$ cat src/rtl/ms_timekeeper.sv
// Time-of-day keeper (hh:mm:ss, packed BCD) advanced by an asynchronous 1 kHz
// reference, with a load port and a reference-rate monitor.
module ms_timekeeper #(
  parameter int unsigned MS_PER_SEC = 1000,
  parameter int unsigned MIN_GAP    = 40000,
  parameter int unsigned MAX_GAP    = 60000
) (
  input  logic       clk_50MHz,
  input  logic       rst_n,
  input  logic       clk_1kHz,
  input  logic       run,
  input  logic       set_en,
  input  logic [7:0] set_hh,
  input  logic [7:0] set_mm,
  input  logic [7:0] set_ss,
  output logic [7:0] hh,
  output logic [7:0] mm,
  output logic [7:0] ss,
  output logic       sec_pulse,
  output logic       set_err,
  output logic       rate_err
);

  typedef enum logic [1:0] {
    WAIT_FIRST = 2'd0,
    LOCKED     = 2'd1,
    FAULT      = 2'd2
  } mon_state_e;

  localparam logic [9:0]  MS_LAST   = 10'(MS_PER_SEC - 1);
  localparam logic [16:0] MIN_GAP_W = 17'(MIN_GAP);
  localparam logic [16:0] MAX_GAP_W = 17'(MAX_GAP);

  function automatic logic bcd_ok(input logic [7:0] v, input logic [3:0] tens_max);
    return (v[7:4] <= tens_max) && (v[3:0] <= 4'd9);
  endfunction

  function automatic logic [7:0] bcd_inc(input logic [7:0] v);
    return (v[3:0] == 4'd9) ? {v[7:4] + 4'd1, 4'd0} : {v[7:4], v[3:0] + 4'd1};
  endfunction

  // ---------------------------------------------------------------- edge detect
  logic       s1_q, s2_q, s3_q;
  logic [2:0] fill_q;
  logic       tick;

  // NOTE: sequential state is written with non-blocking assignments so every
  // flop samples the pre-edge value of its neighbours, as real hardware does.
  always_ff @(posedge clk_50MHz or negedge rst_n) begin
    if (!rst_n) begin
      s1_q   <= 1'b0;
      s2_q   <= 1'b0;
      s3_q   <= 1'b0;
      fill_q <= '0;
    end else begin
      s1_q   <= clk_1kHz;
      s2_q   <= s1_q;
      s3_q   <= s2_q;
      fill_q <= {fill_q[1:0], 1'b1};
    end
  end

  // s3 must hold a real input sample before an edge counts, so an input that
  // is already high when reset releases does not produce a phantom tick.
  assign tick = s2_q & ~s3_q & fill_q[2];

  // ---------------------------------------------------------------- timekeeping
  logic       load_ok, load;
  logic [9:0] ms_cnt_q, ms_cnt_d;
  logic [7:0] hh_q, hh_d, mm_q, mm_d, ss_q, ss_d;
  logic       sec_pulse_q, sec_pulse_d;
  logic       set_err_q, set_err_d;

  assign load_ok = bcd_ok(set_hh, 4'd2) && bcd_ok(set_mm, 4'd5) &&
                   bcd_ok(set_ss, 4'd5) && (set_hh <= 8'h23);
  assign load    = set_en & load_ok;

  // NOTE: every signal gets a default at the top of the block, so no path can
  // leave it unassigned and infer a latch.
  always_comb begin
    ms_cnt_d    = ms_cnt_q;
    hh_d        = hh_q;
    mm_d        = mm_q;
    ss_d        = ss_q;
    sec_pulse_d = 1'b0;
    set_err_d   = 1'b0;
    if (load) begin
      hh_d     = set_hh;
      mm_d     = set_mm;
      ss_d     = set_ss;
      ms_cnt_d = '0;
    end else begin
      set_err_d = set_en;
      if (tick && run) begin
        if (ms_cnt_q >= MS_LAST) begin
          ms_cnt_d    = '0;
          sec_pulse_d = 1'b1;
          if (ss_q == 8'h59) begin
            ss_d = 8'h00;
            if (mm_q == 8'h59) begin
              mm_d = 8'h00;
              hh_d = (hh_q == 8'h23) ? 8'h00 : bcd_inc(hh_q);
            end else begin
              mm_d = bcd_inc(mm_q);
            end
          end else begin
            ss_d = bcd_inc(ss_q);
          end
        end else begin
          ms_cnt_d = ms_cnt_q + 10'd1;
        end
      end
    end
  end

  always_ff @(posedge clk_50MHz or negedge rst_n) begin
    if (!rst_n) begin
      ms_cnt_q    <= '0;
      hh_q        <= 8'h00;
      mm_q        <= 8'h00;
      ss_q        <= 8'h00;
      sec_pulse_q <= 1'b0;
      set_err_q   <= 1'b0;
    end else begin
      ms_cnt_q    <= ms_cnt_d;
      hh_q        <= hh_d;
      mm_q        <= mm_d;
      ss_q        <= ss_d;
      sec_pulse_q <= sec_pulse_d;
      set_err_q   <= set_err_d;
    end
  end

  assign hh        = hh_q;
  assign mm        = mm_q;
  assign ss        = ss_q;
  assign sec_pulse = sec_pulse_q;
  assign set_err   = set_err_q;

  // ---------------------------------------------------------------- rate monitor
  mon_state_e  state_q, state_d;
  logic [16:0] gap_q, gap_d, gap_inc;

  // gap_inc is the number of cycles since the last tick, counting this one.
  assign gap_inc = (&gap_q) ? gap_q : gap_q + 17'd1;
  assign gap_d   = tick ? '0 : gap_inc;

  always_ff @(posedge clk_50MHz or negedge rst_n) begin
    if (!rst_n) begin
      state_q <= WAIT_FIRST;
      gap_q   <= '0;
    end else begin
      state_q <= state_d;
      gap_q   <= gap_d;
    end
  end

  always_comb begin
    state_d = state_q;
    unique case (state_q)
      WAIT_FIRST: if (tick) state_d = LOCKED;
      LOCKED:     if ((gap_inc > MAX_GAP_W) || (tick && (gap_inc < MIN_GAP_W)))
                    state_d = FAULT;
      FAULT:      if (load) state_d = WAIT_FIRST;
      default:    state_d = WAIT_FIRST;
    endcase
  end

  always_comb begin
    rate_err = (state_q == FAULT);
  end

endmodule
$ cat config.mk
export PLATFORM = sky130hd
export DESIGN_NAME = ms_timekeeper
export DESIGN_NICKNAME = d
export VERILOG_FILES = /design/src/rtl/ms_timekeeper.sv
export SDC_FILE = /design/constraint.sdc
export NUM_CORES = 1
export LEC_CHECK = 0
export CORE_MARGIN = 4
export CORE_UTILIZATION = 40
export CTS_BUF_LIST = sky130_fd_sc_hd__clkbuf_8
export DETAILED_ROUTE_END_ITERATION = 10
export DONT_BUFFER_PORTS = 1
export PLACE_DENSITY_LB_ADDON = 0.12
export SKIP_CTS_REPAIR_TIMING = 1
export SYNTH_ARGS = -nofsm -noshare
export SYNTH_HDL_FRONTEND = slang
export SYNTH_SLANG_ARGS = --single-unit
$ cat constraint.sdc
create_clock -name clk_50MHz -period 4.85 [get_ports clk_50MHz]
set_input_delay 1.2125 -clock clk_50MHz [delete_from_list [all_inputs] [get_ports clk_50MHz]]
set_output_delay 1.2125 -clock clk_50MHz [all_outputs]
set_load 0.1 [all_outputs]
# --- Word level (Yosys, flattened, before mapping) ---
# Index checks and enable logic that the tools add are counted.
word_totals:
  regBits: 61
  inputBits: 29
  output_inout_bits: 27
  elab_cells: 104
classes:
  addsub: 8
  order_cmp: 10
  eq_ne: 11
  n_mux: 31
  bitwise: 4
  reduce_logical: 25
op_table:
  columns: ["cell", "count"]
  rows:
  - ["2-to-1 mux 8 bit", 18]
  - ["2-to-1 mux 17 bit", 2]
  - ["2-to-1 mux 10 bit", 3]
  - ["adder 4 x 1 -> 4 bit, second input constant", 6]
  - ["adder 17 x 1 -> 17 bit, second input constant", 1]
  - ["greater-than comparator 17 x 16 -> 1 bit, second input constant", 1]
  - ["less-than comparator 17 x 16 -> 1 bit, second input constant", 1]
  - ["AND reduction 17 bit", 1]
  - ["== test 8 x 7 -> 1 bit, second input constant", 2]
  - ["== test 4 bit, second input constant", 3]
  - ["less-or-equal comparator 4 bit, second input constant", 3]
  - ["adder 10 x 1 -> 10 bit, second input constant", 1]
  - [">= comparator 10 bit, second input constant", 1]
  - ["AND reduction 3 bit", 3]
  - ["nonzero test 3 bit", 3]
  - ["== test 8 x 6 -> 1 bit, second input constant", 1]
  - ["less-or-equal comparator 4 x 3 -> 1 bit, second input constant", 2]
  - ["less-or-equal comparator 8 x 6 -> 1 bit, second input constant", 1]
  - ["logical AND 1 bit", 8]
  - ["AND reduction 4 bit", 2]
  - ["nonzero test 2 bit", 4]
  - ["2-to-1 mux 2 bit", 3]
  - ["one-hot mux 2 bit (3 select lines)", 1]
  - ["AND reduction 5 bit", 1]
  - ["other kinds (11)", 17]

# --- Longest topological paths before layout ---
# Gate-level depths: netlist (run 1).
depth:
  depth_word: 8
  mapped_depth: 11
  mapped_depth_nobuf: 10

# --- Worst setup path after synthesis (run 1) ---
# No wires, ideal clock.
synth_timing:
  kind: "register to output"
  from: "register state_q[0]"
  to: "output port rate_err"
  arrival_time_ns: 1.753
  required_ns: 3.638
  path_slack_ns: 1.884
  stages_incl_launch_ff: 2
  n_path_buf: 0
  cell_sequence: "dfrtp_1 > nor2b_1"
synth_between:
  elab_chain_len: 1
synth_lines:
  columns: ["element", "line", "text"]
  rows:
  - ["start, declared", "141", "mon_state_e state_q, state_d;"]
  - ["start signal, assigned", "153", "state_q <= state_d;"]
  - ["== test 2 bit", "170", "rate_err = (state_q == FAULT);"]
  - ["end, declared", "21", "output logic rate_err"]
# No other way between the ends.

# --- Worst setup path in the final report (run 1) ---
layout_timing:
  from: "input port run"
  to: "register hh_q[7] (netlist: hh[7])"
layout_between:
  elab_chain_len: 3
layout_lines:
  columns: ["element", "line", "text"]
  rows:
  - ["start, declared", "11", "input logic run,"]
  - ["logical AND 1 bit", "94", "if (tick && run) begin"]
  - ["nonzero test 2 bit (no source line)", null, null]
  - ["AND reduction 5 bit (no source line)", null, null]
  - ["end signal, assigned", "126", "hh_q <= hh_d;"]
  - ["end, declared", "70", "logic [7:0] hh_q, hh_d, mm_q, mm_d, ss_q, ss_d;"]
# No other way between the ends.
# A chain may end at the register's enable or synchronous reset.

==> results_dict.tcl, run 1 <==
set metrics [dict create \
    root_buffer "clkbuf_8" \
    io_pins 56 \
    core_um2 8760 \
    r2r_end "state_q[1]" \
    worst_r2r_path_depth 9 \
    path_max_fanout 12 \
    num-nets-final 443 \
    synth_nets 446 \
    cts_sinks 61 \
    area_growth_pct 8.29 \
    dieArea_um2 10600 \
    grt_antenna_before_repair 0 \
    syn_area_um2 3610 \
    fin_ws_ps 1610 \
    period_share_pct 66.7 \
    async_flop_share_pct 100 \
    wl_um 8480 \
    place_hpwl_um 6000 \
    crit_arrival_ps 3500 \
    max-cap-violations 0 \
    fin_tns_setup_ps 0 \
    syn_inst 403 \
    chipWidth_um 103 \
    grt_pass1_wl_um 14000 \
    clkTransAtPathRegs_ps 70 \
    power_w 0.00138 \
    final.min_clock_period_ps 3240 \
    required_ps 5110 \
    finalHoldViolations 0 \
    r2r_slack_ps 1800 \
    dr.pass1.iters 4 \
    synth_warnings 0 \
    p_per_area_nw_per_um2 352 \
    skew_ps 12.4 \
    worst_slew_pin_slew_ps 1110 \
    finalSetupViolCount 0 \
    start_util_pct 41.2 \
    hold_path.class "reg -> reg" \
    place_congestion 0.882 \
    grt_overflow 0 \
    syn_area_per_cell_um2 8.95 \
    fillers 864 \
    synth_edf_count 0 \
    portBuffers 0 \
    synth_cell_types 62 \
    critPathLaunchType "primary input" \
    fin_area_um2 3910 \
    cts_tree "built" \
    cts_buffers 9 \
    ant_nets 0 \
    synth_seq_cells 61 \
    grt_pass1_vias 2859 \
    outcome "finished clean" \
    worstSetupEndpointType "flip-flop" \
    hold_path_depth 0 \
    placed_area_um2 3680 \
    drtIter0Drc 94 \
    worstHoldStart "fill_q[0]" \
    rsz0062_at_grt "false" \
    p_leak_nw 1.67 \
    fmax_mhz 309 \
    num_vias 2918 \
    synth_ff_type "dfrtp_1" \
    ir_drop_mv 0.141 \
    post_drt_wl_per_cell_um 16.5 \
    layout-drive-gt1-share_pct 8.15 \
    crit_type "in -> reg" \
    die_h_um 103 \
    grt_max_degree 62 \
    grtUsageTotal_pct 17.1 \
    r2r_start "gap_q[0]" \
    htreeDepth 3 \
    rows 34 \
    clockBufferDepth 2 \
    drc_errors 0 \
    pre_cts_ws_ps 1260 \
    max_slew_margin_pct 25.5 \
    clk_latency_ps 350 \
    holdPathEnd "fill_q[1]" \
    avgViaCountPerCell 5.69 \
    finalMaxSlewViolations 0 \
    synth_seq_area_share_pct 42.3 \
    insertedDiodeCount 0 \
]
==> synthesized netlist by cell type (all sizes together) (2+ instances only) <==
library cell	n	share of area, %
nand3	20	2.9
dfrtp	61	42
or2	4	0.69
a31oi	6	1.0
nor2	50	5.2
xnor2	5	1.2
o21ai	33	4.6
clkbuf	10	1.0
a21oi	29	4.0
and2	3	0.52
mux2i	2	0.55
o22ai	5	0.87
nor3	13	1.8
a2111oi	2	1.0
xor2	12	2.9
ha	14	4.9
nand4	9	2.1
a211o	4	0.97
and4	4	0.97
and3	5	0.87
a21o	2	0.42
nand3b	7	1.5
inv	11	1.1
mux2	3	0.94
nor4	4	1.0
nand2b	2	0.35
a211oi	10	2.2
nand2	34	3.6
o31ai	3	0.62
nor2b	3	0.52
or4	2	0.42
nor3b	5	1.0
buf	8	1.6
nor4b	2	0.49
==> area by class of cell <==
| type | instances | area [µm²] | area share, % |
|---|---|---|---|
| Clock inverter | 5 | 73.8 | 1.89 |
| Sequential cell | 61 | 1530 | 39.1 |
| Clock buffer | 11 | 151 | 3.87 |
| Multi-Input combinational cell | 313 | 1950 | 49.9 |
| Tap cell | 108 | 135 | 3.46 |
| Inverter | 11 | 41.3 | 1.06 |
| Timing Repair Buffer | 4 | 30.0 | 0.768 |
==> registers in the layout, indices dropped and copies added, names as in the netlist <==
signal and count:
gap_q 17, ms_cnt_q 10, hh 8, mm 8
ss 8, fill_q 3, state_q 2, s1_q 1
s2_q 1, s3_q 1, sec_pulse 1, set_err 1
==> stage by stage <==
stage / hold WS (ps) / utilization, % / std cells
after floorplan: 331 / - / 403
after global routing: 359 / 44.6 / 513
after detailed placement: 335 / 42.0 / 497
after CTS: 351 / 44.6 / 513
after global placement: 332 / 42.0 / 497
final: 348 / 44.6 / 513
==> report_power, final <==
part	switching (W)	internal, W	leakage, nW
Sequential	0.000116	0.000552	0.789
Combinational	0.000111	0.0000742	0.765
Clock	0.000208	0.000314	0.121
Total	0.000436	0.000941	1.67
==> worst max-delay path: stages <==
cell      delay (ps)
and4b_1          280
nand4_1          420
nor3_1           520
a21oi_1          300
nand2b_1         320
nor2_1           180
nand4_1          110
o21ai_1          160
==> placed cells by master (no fill, tap or decap), drive strengths merged, types with 4 or more instances in the layout <==
master | Yosys | final
and4 | 4 | 4
inv | 11 | 12
nor3b | 5 | 5
nand2 | 34 | 34
nand3 | 20 | 20
a31oi | 6 | 6
a211o | 4 | 4
nand4 | 9 | 9
nor2 | 50 | 50
nor3 | 13 | 13
xnor2 | 5 | 5
a21oi | 29 | 29
nand3b | 7 | 7
buf | 8 | 4
xor2 | 12 | 12
dfrtp | 61 | 61
clkbuf | 10 | 11
and3 | 5 | 5
a211oi | 10 | 10
o22ai | 5 | 5
nor4 | 4 | 4
o21ai | 33 | 33
ha | 14 | 14
or2 | 4 | 4
==> worst max path at each step <==
stage,to,cells past startpoint,from,slack [ps]
finish,hh[7],8,run,1610
global route,hh[7],8,run,1340
CTS,hh[7],8,run,1620
detailed placement,hh[7],8,run,1260
global placement,hh[7],8,run,1350
floorplan,rate_err,1,state_q[0],1880
==> metal layers <==
metal  vias up  part of all wire, %  track usage (%)  wire length, µm
met5         -                    0                0                0
met2        74                   45             24.9             3810
met1      1374                   47             23.8             4000
li1       1459                    -                -                -
met3        11                  6.2             4.40              528
met4         0                  1.7             7.77              141
==> cells by family after synthesis <==
group	share of synthesized area (%)
buf+inv	3.74
mux	1.49
compound gates	18.4
flops	42.3
xor+xnor	4.13
simple gates	25.0
fa+ha+maj	4.85
other cells	0.104
No activity file was read; power rests on OpenSTA's default activity.
==> inputs of run 2 (changes only) <==
- clock period: 4.85 -> 2.8 ns (I/O delays scaled with it)
==> run 2 against run 1 <==
Against the previous run:
- wire length grew 4.2%
- clock skew shrank 4.2 ps
- core utilization grew 2.5 points
- die area is the same
- critical path type is now reg -> reg
- largest power group unchanged
==> results_dict.tcl, run 2 (same netlist as run 1, synthesis figures left out) <==
set metrics [dict create \
    insertedDiodeCount 0 \
    r2r_start "gap_q[1]" \
    r2r_end "state_q[1]" \
    cts_buffers 9 \
    final.min_clock_period_ps 2600 \
    crit_type "reg -> reg" \
    place_hpwl_um 6360 \
    period_share_pct 92.9 \
    final_common_cell "dfrtp_1" \
    num_vias 3052 \
    layout_common_cells "dfrtp_1 (60), nor2_1 (50), buf_4 (39), nand2_1 (33), a21oi_1 (29)" \
    crit_start "gap_q[1]" \
    avgViaCountPerCell 5.57 \
    hold_path.class "in -> async" \
    clk_latency_ps 340 \
    finalSetupViolCount 0 \
    final_core_utilization_pct 47.0 \
    placed_area_um2 3950 \
    layout-drive-gt1-share_pct 15.9 \
    dieArea_um2 10600 \
    skew_ps 8.27 \
    die_h_um 103 \
    regMostFlops "gap_q" \
    top_regs "gap_q (17), ms_cnt_q (10)" \
    r2r_slack_ps 200 \
    register_area_um2 1530 \
    num-nets-final 478 \
    cts_tree "built" \
    fin_ws_ps 198 \
    grt_pass1_wl_um 14900 \
    worstSetupEndpointType "flip-flop" \
    io_pins 56 \
    dr.pass1.iters 4 \
    path_max_fanout 8 \
    p_per_area_nw_per_um2 540 \
    grt_antenna_before_repair 0 \
    rows 34 \
    p_leak_nw 1.82 \
    power_w 0.00223 \
    drc_errors 0 \
    required_ps 3010 \
    fmax_mhz 384 \
    portBuffers 0 \
    fillers 879 \
    clockBufferDepth 2 \
    pre_cts_ws_ps 226 \
    htreeDepth 3 \
    finalMaxSlewViolations 0 \
    ant_nets 0 \
    chipWidth_um 103 \
    grt_max_degree 62 \
    largest_reg_flops 17 \
    rsz0062_at_grt "false" \
    multi_input_area_um2 1950 \
    fin_area_um2 4120 \
    finalHoldViolations 0 \
    grtUsageTotal_pct 17.9 \
    max_slew_margin_pct 40.6 \
    fin_tns_setup_ps 0 \
    post_drt_wl_per_cell_um 16.1 \
    area_growth_pct 14.3 \
    drtIter0Drc 188 \
    worst_r2r_path_depth 9 \
    cts_sinks 61 \
    clkTransAtPathRegs_ps 70 \
    grt_pass1_vias 3038 \
    place_congestion 0.861 \
    core_um2 8760 \
    wl_um 8840 \
    root_buffer "clkbuf_8" \
    crit_path_end "state_q[1]" \
    outcome "finished clean" \
    ir_drop_mv 0.237 \
    grt_overflow 0 \
    critPathLaunchType "flip-flop" \
    worst_slew_pin_slew_ps 891 \
    max-cap-violations 0 \
    crit_arrival_ps 2820 \
    start_util_pct 41.2 \
]
==> run 2: cell count changes in the layout (fill, tap and decap cells not counted), sizes merged <==
cell	previous run	this run
clkinvlp	0	2
buf	4	39
bufinv	2	0
clkbuf	11	10
clkinv	2	4
inv	12	11
==> run 2: power breakdown <==
group / internal, W / switching (W) / total [W]
clock network: 0.000342 / 0.000367 / 0.000708
registers: 0.000959 / 0.000111 / 0.00107
logic: 0.000156 / 0.000291 / 0.000447
total: 0.00146 / 0.000769 / 0.00223
==> run 2: layout make-up <==
| type | instances | area share (%) |
|---|---|---|
| Timing Repair Buffer | 39 | 7.10 |
| Inverter | 11 | 1.00 |
| Clock inverter | 6 | 0.941 |
| Clock buffer | 10 | 3.34 |
| Sequential cell | 61 | 37.1 |
| Tap cell | 108 | 3.28 |
| Multi-Input combinational cell | 313 | 47.3 |
==> run 2: worst min-delay path by stage <==
stage	startpoint	endpoint	slack, ps	depth (start not counted)
finish	rst_n	gap_q[4]	50	0
global placement	fill_q[0]	fill_q[1]	330	0
CTS	rst_n	gap_q[5]	30	0
floorplan	fill_q[0]	fill_q[1]	330	0
global route	rst_n	s2_q	20	0
detailed placement	fill_q[0]	fill_q[1]	340	0
==> run 2: through the flow <==
step / hold WS [ps] / cells
4_1_cts: 29.9 / 548
2_1_floorplan: 331 / 403
3_5_place_dp: 336 / 532
5_1_grt: 23.0 / 548
6_report: 51.1 / 548
3_3_place_gp: 332 / 532
==> run 2: worst max-delay path, stage by stage (launching register included) <==
cell and delay (ps):
dfrtp_1 420, ha_1 340, and4_1 350, o2111ai_1 160, xor2_1 200, nand4b_1 120
or4b_1 520, o211ai_1 110, o211a_1 210, a211oi_2 50
==> run 2: routing by layer <==
| layer | vias to the layer above | routed length, µm | global-route usage [%] |
|---|---|---|---|
| li1 | 1519 | - | - |
| met3 | 12 | 609 | 6.09 |
| met4 | 0 | 173 | 6.27 |
| met2 | 86 | 3910 | 25.8 |
| met1 | 1435 | 4140 | 24.9 |
| met5 | - | 0 | 0 |
==> inputs of run 3 (changes only) <==
- CORE_UTILIZATION: 40 -> 33
==> run 3 against run 2 <==
Against the previous run:
- sequential share of layout area decreased by 1.1 points
- global-route usage shrank 3.1 points
- first-iteration DRC count increased by 3.7%
- setup slack gained 21 ps
- critical path depth did not move
- core utilization is 6.6 points lower
- hold slack worse by 18 ps
- non-clock buffer count increased by 1
- maximum frequency rose by 0.82%
- critical path type unchanged
- largest power group unchanged
==> results_dict.tcl, run 3 (same netlist as run 1, synthesis figures left out) <==
set metrics [dict create \
    grtUsageTotal_pct 14.8 \
    hold_path.class "in -> async" \
    outcome "finished clean" \
    chipWidth_um 113 \
    insertedDiodeCount 0 \
    max_slew_margin_pct 40.1 \
    crit_arrival_ps 2800 \
    period_share_pct 92.2 \
    layout-drive-gt1-share_pct 16.8 \
    ir_drop_mv 0.382 \
    dr.pass1.iters 4 \
    rows 37 \
    cts_sinks 61 \
    max-cap-violations 0 \
    cts_buffers 9 \
    htreeDepth 3 \
    drtIter0Drc 195 \
    io_pins 56 \
    start_util_pct 34.3 \
    path_max_fanout 6 \
    fin_tns_setup_ps 0 \
    area_growth_pct 17.9 \
    ant_nets 0 \
    post_drt_wl_per_cell_um 16.0 \
    clkTransAtPathRegs_ps 80 \
    clockBufferDepth 2 \
    worstSetupEndpointType "flip-flop" \
    rsz0062_at_grt "false" \
    core_um2 10500 \
    fmax_mhz 388 \
    dp.cells 561 \
    required_ps 3020 \
    die_h_um 113 \
    finalSetupViolCount 0 \
    avgViaCountPerCell 5.33 \
    place_hpwl_um 6760 \
    critPathLaunchType "flip-flop" \
    finalHoldViolations 0 \
    layout_common_cells "dfrtp_1 (60), nor2_1 (50), buf_4 (40), nand2_1 (33), a21oi_1 (29)" \
    cts_tree "built" \
    skew_ps 8.97 \
    regMostFlops "gap_q" \
    final.min_clock_period_ps 2580 \
    p_per_area_nw_per_um2 594 \
    p_leak_nw 1.85 \
    num-nets-final 479 \
    place_congestion 0.871 \
    wl_um 9230 \
    portBuffers 0 \
    grt_max_degree 62 \
    final_common_cell "dfrtp_1" \
    crit_type "reg -> reg" \
    root_buffer "clkbuf_8" \
    grt_pass1_wl_um 15100 \
    drc_errors 0 \
    num_vias 3073 \
    largest_reg_flops 17 \
    fin_cells 577 \
    grt_antenna_before_repair 0 \
    top_regs "gap_q (17), ms_cnt_q (10)" \
    dieArea_um2 12700 \
    worst_slew_pin_slew_ps 899 \
    grt_pass1_vias 2866 \
    clk_latency_ps 350 \
    finalMaxSlewViolations 0 \
    grt_overflow 0 \
]
## run 3: final timing paths
| check | endpoint | from | slack (ps) | depth (start not counted) |
|---|---|---|---|---|
| min in group clk_50MHz | fill_q[2] | fill_q[1] | 350 | 0 |
| worst min register to register | fill_q[2] | fill_q[1] | 350 | 0 |
| max in group asynchronous | fill_q[2] | rst_n | 2630 | 0 |
| worst max register to register | state_q[1] | gap_q[1] | 220 | 9 |
| worst min-delay path | gap_q[15] | rst_n | 30 | 0 |
| worst max-delay path | state_q[1] | gap_q[1] | 220 | 9 |
## run 3: per-stage QoR
step / worst slack, ps / cell area, µm² / total power (W) / hold WS (ps) / utilization, %
6_report: 220 / 4250 / 0.00253 / 33.3 / 40.5
3_5_place_dp: 224 / 3990 / 0.00154 / 336 / 38.0
2_1_floorplan: 117 / 3610 / 0.00144 / 331 / -
5_1_grt: 13.8 / 4250 / 0.00266 / 9.71 / 40.5
4_1_cts: 182 / 4240 / 0.00255 / 13.4 / 40.3
3_3_place_gp: 218 / 3990 / 0.00154 / 333 / 38.0
## run 3: power by group
group / total (W) / internal (W) / switching [W] / leakage, nW
logic: 0.000459 / 0.000165 / 0.000295 / 0.945
clock network: 0.000987 / 0.000614 / 0.000373 / 0.119
registers: 0.00108 / 0.000959 / 0.000122 / 0.787
## run 3: worst max-delay path, stage by stage (launching register included)
cell and delay [ps]:
dfrtp_1 440, ha_2 300, and4_2 320, o2111ai_1 150, xor2_1 220, nand4b_1 130, or4b_1 520, o211ai_1 110
o211a_1 220, a211oi_2 50
## run 3: metal layers
layer	share of wire (%)	track usage, %	wire length, µm
met2	43	20.5	3970
met5	0	0	0
met4	1.8	6.25	168
met3	5.9	3.72	547
met1	49	21.7	4550
## run 3: cell type report
cell class	count	area [µm²]
Fill cell	1048	6250
Multi-Input combinational cell	313	1970
Sequential cell	61	1530
Timing Repair Buffer	40	300
Tap cell	136	170
Clock buffer	10	138
Clock inverter	6	110
Inverter	11	41.3
